`src/rtl/widget_motion_sched.sv`:
```
// Frame-synchronous widget motion scheduler: on a due VBlank rising edge it
// issues one enable pulse slot per widget, then signals completion.
module widget_motion_sched #(
  parameter int NUM_WIDGETS = 4,
  parameter int FRAME_DIV_W = 4
) (
  input  logic                   CLK_100MHz,
  input  logic                   Reset,
  input  logic                   VBlank,
  input  logic [FRAME_DIV_W-1:0] frameDiv,
  input  logic                   run,
  input  logic                   stepReq,
  input  logic [NUM_WIDGETS-1:0] widgMask,
  output logic [NUM_WIDGETS-1:0] widgEn,
  output logic                   busy,
  output logic                   updateDone,
  output logic [15:0]            frameCount
);

  // idx must be able to hold NUM_WIDGETS itself, the "all slots issued" marker.
  localparam int IDX_W = $clog2(NUM_WIDGETS + 1);

  typedef enum logic [1:0] {
    IDLE  = 2'd0,
    ISSUE = 2'd1,
    DONE  = 2'd2
  } state_e;

  state_e                 state_q,        state_d;
  logic                   vb_prev_q,      vb_prev_d;
  logic                   step_prev_q,    step_prev_d;
  logic                   step_pending_q, step_pending_d;
  logic [FRAME_DIV_W-1:0] div_cnt_q,      div_cnt_d;
  logic [NUM_WIDGETS-1:0] mask_q,         mask_d;
  logic [IDX_W-1:0]       idx_q,          idx_d;
  logic [NUM_WIDGETS-1:0] widg_en_q,      widg_en_d;
  logic                   busy_q,         busy_d;
  logic                   update_done_q,  update_done_d;
  logic [15:0]            frame_count_q,  frame_count_d;

  logic vb_edge;
  logic step_edge;
  logic due;
  logic start;

  always_comb begin
    vb_edge   = VBlank  & ~vb_prev_q;
    step_edge = stepReq & ~step_prev_q;
    // A lowered frameDiv can leave the counter above it; >= recovers at once.
    due       = vb_edge && (div_cnt_q >= frameDiv);
    start     = due && (run || step_pending_q) && (state_q == IDLE);
  end

  always_comb begin
    // NOTE: every signal gets a default first so no path leaves it unassigned,
    // which would otherwise infer a latch.
    state_d        = state_q;
    vb_prev_d      = VBlank;
    step_prev_d    = stepReq;
    step_pending_d = step_pending_q;
    div_cnt_d      = div_cnt_q;
    mask_d         = mask_q;
    idx_d          = idx_q;
    widg_en_d      = '0;
    busy_d         = busy_q;
    update_done_d  = 1'b0;
    frame_count_d  = frame_count_q;

    if (vb_edge) begin
      div_cnt_d = due ? '0 : div_cnt_q + FRAME_DIV_W'(1);
    end

    // A fresh step edge wins over the clear, so it is never lost.
    if (start && !run) begin
      step_pending_d = 1'b0;
    end
    if (step_edge) begin
      step_pending_d = 1'b1;
    end

    unique case (state_q)
      IDLE: begin
        if (start) begin
          // Slot 0 is issued on the start edge so widget 0 fires the very next cycle.
          mask_d       = widgMask;
          widg_en_d[0] = widgMask[0];
          idx_d        = IDX_W'(1);
          busy_d       = 1'b1;
          state_d      = ISSUE;
        end
      end

      ISSUE: begin
        if (idx_q == IDX_W'(NUM_WIDGETS)) begin
          update_done_d = 1'b1;
          frame_count_d = frame_count_q + 16'd1;
          state_d       = DONE;
        end else begin
          for (int i = 0; i < NUM_WIDGETS; i++) begin
            if (idx_q == IDX_W'(i)) begin
              widg_en_d[i] = mask_q[i];
            end
          end
          idx_d = idx_q + IDX_W'(1);
        end
      end

      DONE: begin
        busy_d  = 1'b0;
        state_d = IDLE;
      end

      default: begin
        busy_d  = 1'b0;
        state_d = IDLE;
      end
    endcase
  end

  // Edge history resets high so a level already asserted at release is not an edge.
  always_ff @(posedge CLK_100MHz or negedge Reset) begin
    if (!Reset) begin
      state_q        <= IDLE;
      vb_prev_q      <= 1'b1;
      step_prev_q    <= 1'b1;
      step_pending_q <= 1'b0;
      div_cnt_q      <= '0;
      mask_q         <= '0;
      idx_q          <= '0;
      widg_en_q      <= '0;
      busy_q         <= 1'b0;
      update_done_q  <= 1'b0;
      frame_count_q  <= '0;
    end else begin
      // NOTE: non-blocking assignments so every flop samples pre-edge values.
      state_q        <= state_d;
      vb_prev_q      <= vb_prev_d;
      step_prev_q    <= step_prev_d;
      step_pending_q <= step_pending_d;
      div_cnt_q      <= div_cnt_d;
      mask_q         <= mask_d;
      idx_q          <= idx_d;
      widg_en_q      <= widg_en_d;
      busy_q         <= busy_d;
      update_done_q  <= update_done_d;
      frame_count_q  <= frame_count_d;
    end
  end

  always_ff @(posedge CLK_100MHz) begin
    assert ($onehot0(widg_en_q));
  end

  assign widgEn     = widg_en_q;
  assign busy       = busy_q;
  assign updateDone = update_done_q;
  assign frameCount = frame_count_q;

endmodule
```
`config.mk`:
```
export PLATFORM = sky130hd
export DESIGN_NAME = widget_motion_sched
export DESIGN_NICKNAME = d
export VERILOG_FILES = /design/src/rtl/widget_motion_sched.sv
export SDC_FILE = /design/constraint.sdc
export NUM_CORES = 1
export LEC_CHECK = 0
export ABC_AREA = 1
export CAP_MARGIN = 5
export CORE_UTILIZATION = 45
export CTS_CLUSTER_DIAMETER = 150
export CTS_CLUSTER_SIZE = 10
export DETAILED_ROUTE_END_ITERATION = 7
export PLACE_DENSITY = 0.7
export SYNTH_ARGS = -nofsm -noshare
export SYNTH_HDL_FRONTEND = slang
export SYNTH_SLANG_ARGS = --single-unit
```
`constraint.sdc`:
```
create_clock -name CLK_100MHz -period 3.24 [get_ports CLK_100MHz]
set_input_delay 0.81 -clock CLK_100MHz [delete_from_list [all_inputs] [get_ports CLK_100MHz]]
set_output_delay 0.81 -clock CLK_100MHz [all_outputs]
set_load 0.02 [all_outputs]
```
==> metrics.yaml, run 1 <==
num-fill-cells: 384
cts_sinks: 38
synth_area_leaders: "dfrtp_1, nand2_1, ha_1, inv_1, nand3_1"
leakagePower_nw: 1.21
crit_fanout: 5
synth_area_sq_mm: 0.00199
timing.setup.critical_path_class: "reg2out"
ir_drop_mv: 0.408
mostFrequentLayoutCell: "nand2_1"
vias_per_cell: 4.82
cts_buffer_depth: 2
grt_pass1_vias: 1481
die_area_sq_mm: 0.00470
worst_slack_ns: 1.03
worst_setup_path_start_kind: "flop"
place_hpwl_mm: 2.64
ys_warn_count: 0
slowest_delay_ns: 0.64
clk_pin_slew_worst_paths_ns: 0.08
syn_nets: 256
ctsRootBufferMaster: "clkbuf_8"
cp-end-kind: "output port"
num_rows: 23
insertedDiodeCount: 0
synth.distinct_cells: 23
post_dp_cell_area_sq_mm: 0.00237
grt_max_degree: 39
vias: 1551
cts_setup_buffers: 0
crit_chain: "clkdlybuf4s50_1"
hold_path_class: "reg2reg"
cts_hold_buffers: 0
setup_viol: 0
grt_setup_unrepaired: "no"
cts.repair.resized: 0
worst-path-buf-inv: 1
drt-total-wl_mm: 3.55
grt.total_usage_pct: 18.0
status: "finished clean"
cts_tree: "built"
relSlewSlack_pct: 45.6
fin_nets: 295
fmax_mhz: 453
drv_cap: 0
grt_overflow_total: 0
insertion_delay_ns: 0.29
setup-tns-final_ns: 0
fin_util_pct: 59.7
crit_required_ns: 2.43
hold_viol: 0
p_per_area_mw_per_mm2: 583
wl_per_cell_um: 11.0
layout_common_cells: "nand2_1, dfrtp_1, inv_1, clkdlybuf4s50_1, nor2_1"
tightest_slew_ns: 0.816
die_w_um: 68.5
dp_cells: 314
grt_pass1_wl_mm: 6.21
critPathSlowestCell: "clkdlybuf4s50_1"
drt_pre_antenna_iters: 4
fin_crit_sh_pct: 68.1
synth_top_area_cell: "dfrtp_1"
drive_above_1_share_pct: 9.19
port_buffers: 34
drc: 0
power_mw: 1.43
drt_iter0_markers: 68
final_cell_area_sq_mm: 0.00245
syn2layout_area_growth_pct: 23.2
finClkSkew_ns: 0.00947
period_minus_slack_ns: 2.21
synth_top_area_share_pct: 45.2
worstPathArrival_ns: 1.40
synth-seq-cells: 38
fp.dieH_um: 68.5
syn_inst: 232
globalplace.congestion: 0.802
ios: 35
postRouteAntennaNets: 0
hold_slack_ns: 0.471
slew_violations: 0
seq_area_frac_synth_pct: 47.9
core_area_sq_mm: 0.00412
initial_core_util_pct: 48.4
cts_buffers: 5
avgSynthCellArea_sq_um: 8.59
grt_antenna_before_repair: 0
cp_top_family: "buffers and inverters"
htree_levels: 2
pre_cts_ws_ns: 0.714
fin_cells: 322
==> kinds of logic after synthesis <==
| logic type | synth area share, % |
|---|---|
| and+or+nand+nor | 29.1 |
| DFF | 47.9 |
| buffers and inverters | 7.35 |
| xor gates and xnor gates | 6.03 |
| AOI/OAI and AO/OA | 2.76 |
| adders and majority gates | 6.91 |
==> cell usage after synthesis <==
cell,count
a21oi_1,2
buf_4,2
dfrtp_1,36
dfstp_2,2
ha_1,11
inv_1,34
inv_2,1
nand2_1,63
nand2_2,5
nand2_4,1
nand3_1,15
nand3_2,2
nand4_1,8
nor2_1,20
nor2_4,5
nor3_1,2
o21ai_0,2
o21ai_1,7
or2_2,1
or4_1,1
xnor2_1,3
xnor2_2,2
xor2_1,7
==> final timing paths <==
kind | start | endpoint | slack [ns] | cells past startpoint
worst min register to register | step_pending_q | step_pending_q | 0.47 | 2
worst min-delay path | step_pending_q | step_pending_q | 0.47 | 2
worst max register to register | idx_q[0] | frameCount[9] | 1.43 | 9
max in group asynchronous | Reset | frameCount[11] | 2.11 | 1
worst max-delay path | frameCount[2] | frameCount[2] | 1.03 | 1
min in group asynchronous | Reset | idx_q[0] | 0.61 | 1
==> layer usage <==
metal | up-vias | routed length [um] | GRT usage, % | part of all wire [%]
li1 | 800 | - | - | -
met1 | 713 | 1740 | 22.3 | 49
met2 | 30 | 1590 | 29.7 | 45
met3 | 8 | 139 | 3.45 | 3.9
met4 | 0 | 74 | 9.38 | 2.1
met5 | - | 0 | 0 | 0
==> report_power, final <==
group          internal, mW  switching [mW]
clock network         0.153           0.157
logic                 0.191           0.263
registers             0.575          0.0918
total                 0.919           0.511
==> cell type report <==
| cell class | instances | area (sq um) | area share [%] |
|---|---|---|---|
| clock buffer | 8 | 80.1 | 3.26 |
| inverter | 35 | 131 | 5.35 |
| multi-input combinational | 157 | 892 | 36.3 |
| sequential | 38 | 953 | 38.8 |
| tap | 50 | 62.6 | 2.55 |
| timing repair buffer | 34 | 335 | 13.7 |
==> flip-flops by register name, summed over array words and instances (netlist names) <==
name / flops
state_q: 2
updateDone: 1
div_cnt_q: 4
frameCount: 16
vb_prev_q: 1
step_prev_q: 1
widgEn: 4
idx_q: 3
mask_q: 4
busy: 1
step_pending_q: 1
Note: power is estimated with default switching activity, not from simulation.
==> run 2, diff against run 1 <==
==> constraint.sdc (replaced) <==
create_clock -name CLK_100MHz -period 2.32 [get_ports CLK_100MHz]
set_input_delay 0.58 -clock CLK_100MHz [delete_from_list [all_inputs] [get_ports CLK_100MHz]]
set_output_delay 0.58 -clock CLK_100MHz [all_outputs]
set_load 0.02 [all_outputs]
==> run 2 against run 1 <==
Power grew 46%. Cell count grew 0.31%. Critical endpoint is now idx_q[0]. Largest cell class unchanged. Sequential power grew 40%. Flip-flop and latch count is the same.
==> metrics.yaml, run 2 (synthesis gave the netlist of run 1 again) <==
status: "finished clean"
fmax_mhz: 499
leakagePower_nw: 1.23  # +1.9%
vias_per_cell: 4.71  # -2.2%
tightest_slew_ns: 0.475  # -0.341 ns
worstPathArrival_ns: 2.19  # +0.79 ns
drt-total-wl_mm: 3.61  # +1.7%
cp-end-kind: "flop"
relSlewSlack_pct: 68.3  # +23 points
globalplace.congestion: 0.802  # about the same
finClkSkew_ns: 0.00686  # -0.00261 ns
htree_levels: 2  # unchanged
grt.total_usage_pct: 18.5  # +0.49 points
die_w_um: 68.5  # unchanged
insertedDiodeCount: 0  # unchanged
hold_viol: 0  # unchanged
slowest_delay_ns: 0.46  # -0.18 ns
crit_fanout: 14  # +9
num-fill-cells: 381  # -0.78%
slew_violations: 0  # unchanged
mostFrequentLayoutCell: "nand2_1"
crit_path_start: "frameDiv[3]"
grt_setup_unrepaired: "no"
insertion_delay_ns: 0.29  # about the same
drive_above_1_share_pct: 10.6  # +1.4 points
drt_pre_antenna_iters: 4  # unchanged
ir_drop_mv: 0.558  # +37%
multi_input_area_sq_um: 892  # unchanged
grt_pass1_wl_mm: 6.34  # +2.1%
cts_buffers: 5  # unchanged
cts.repair.resized: 0  # unchanged
ctsRootBufferMaster: "clkbuf_8"
post_dp_cell_area_sq_mm: 0.00238  # +0.32%
drv_cap: 0  # unchanged
critPathSlowestCell: "clkdlybuf4s50_1"
crit_top_cell: "nand2_1"
cts_setup_buffers: 0  # unchanged
pre_cts_ws_ns: 0.0221  # -0.692 ns
cts_hold_buffers: 0  # unchanged
core_area_sq_mm: 0.00412  # unchanged
grt_max_degree: 39  # unchanged
fin_nets: 296  # +0.34%
syn2layout_area_growth_pct: 25.1
fin_util_pct: 60.6  # +0.91 points
postRouteAntennaNets: 0  # unchanged
num_rows: 23  # unchanged
cts_sinks: 38  # unchanged
ios: 35  # unchanged
r2r_cells: 8  # -1
setup-tns-final_ns: 0  # unchanged
grt_pass1_vias: 1482  # +0.068%
largest_register_ff_count: 16  # unchanged
worst_slack_ns: 0.318  # -0.715 ns
drt_iter0_markers: 44  # -35%
hold_path_class: "in2async"
place_hpwl_mm: 2.70  # +2.3%
worst_setup_path_start_kind: "input port"
seq_area_sq_um: 953  # unchanged
layout_common_cells: "nand2_1, dfrtp_1, inv_1, clkdlybuf4s50_1, nor2_1"
crit_chain: "clkdlybuf4s50_1 -> inv_1 -> ha_1 -> a21oi_1 -> nand3_1 -> nand3_2 -> nand2_1 -> nand2_1 -> nand2_1"
cts_tree: "built"
p_per_area_mw_per_mm2: 841  # +44%
fin_crit_sh_pct: 86.3
initial_core_util_pct: 48.4  # unchanged
timing.setup.critical_path_class: "in2reg"
die_area_sq_mm: 0.00470  # unchanged
period_minus_slack_ns: 2.00
setup_viol: 0  # unchanged
final_cell_area_sq_mm: 0.00249  # +1.5%
fp.dieH_um: 68.5  # unchanged
cts_buffer_depth: 2  # unchanged
crit_required_ns: 2.50  # +0.07 ns
clk_pin_slew_worst_paths_ns: 0.07  # about the same
vias: 1522  # -1.9%
wl_per_cell_um: 11.2  # +1.4%
port_buffers: 34  # unchanged
drc: 0  # unchanged
fin_cells: 323  # +0.31%
grt_antenna_before_repair: 0  # unchanged
rr_startpoint: "idx_q[0]"
dp_cells: 315  # +0.32%
grt_overflow_total: 0  # unchanged
[run 2: through the flow]
step                hold WS [ns]  total power [mW]
detailed placement         0.471              1.58
global placement           0.461              1.56
finish                     0.322              2.10
CTS                        0.336              2.13
floorplan                  0.284              1.35
global route               0.371              2.26
[run 2: worst paths after layout]
check	slack [ns]	end
min in group CLK_100MHz	0.48	step_pending_q
max in group asynchronous	1.63	step_prev_q
max reg2reg	0.51	frameCount[6]
max	0.32	idx_q[0]
min reg2reg	0.48	step_pending_q
min	0.32	mask_q[2]
[run 2: layout make-up]
cell class	count	share of cell area [%]
clock buffers	8	4.42
inverters	35	5.27
multi-input cells	157	35.8
flip-flops and latches	38	38.3
well taps	50	2.51
repair buffers	35	13.8
[run 2: report_power, final]
group / leakage [nW] / internal, mW / switching (mW)
sequential: 0.495 / 0.802 / 0.129
clock: 0.0575 / 0.300 / 0.229
combinational: 0.680 / 0.268 / 0.367
total: 1.23 / 1.37 / 0.725
[run 2: worst max-delay path, delay by kind of cell]
family / cells / cell delay, ns
buffers and inverters: 2 / 0.50
adder cells (fa/ha/maj): 1 / 0.31
AND/OR/NAND/NOR: 5 / 0.64
AO/OA/AOI/OAI: 1 / 0.16
[run 2: routing by layer]
layer	share of wire, %	GRT usage, %
met5	0	0
met4	1.1	5.47
met3	3.5	4.93
met2	45	30.6
met1	50	23.6
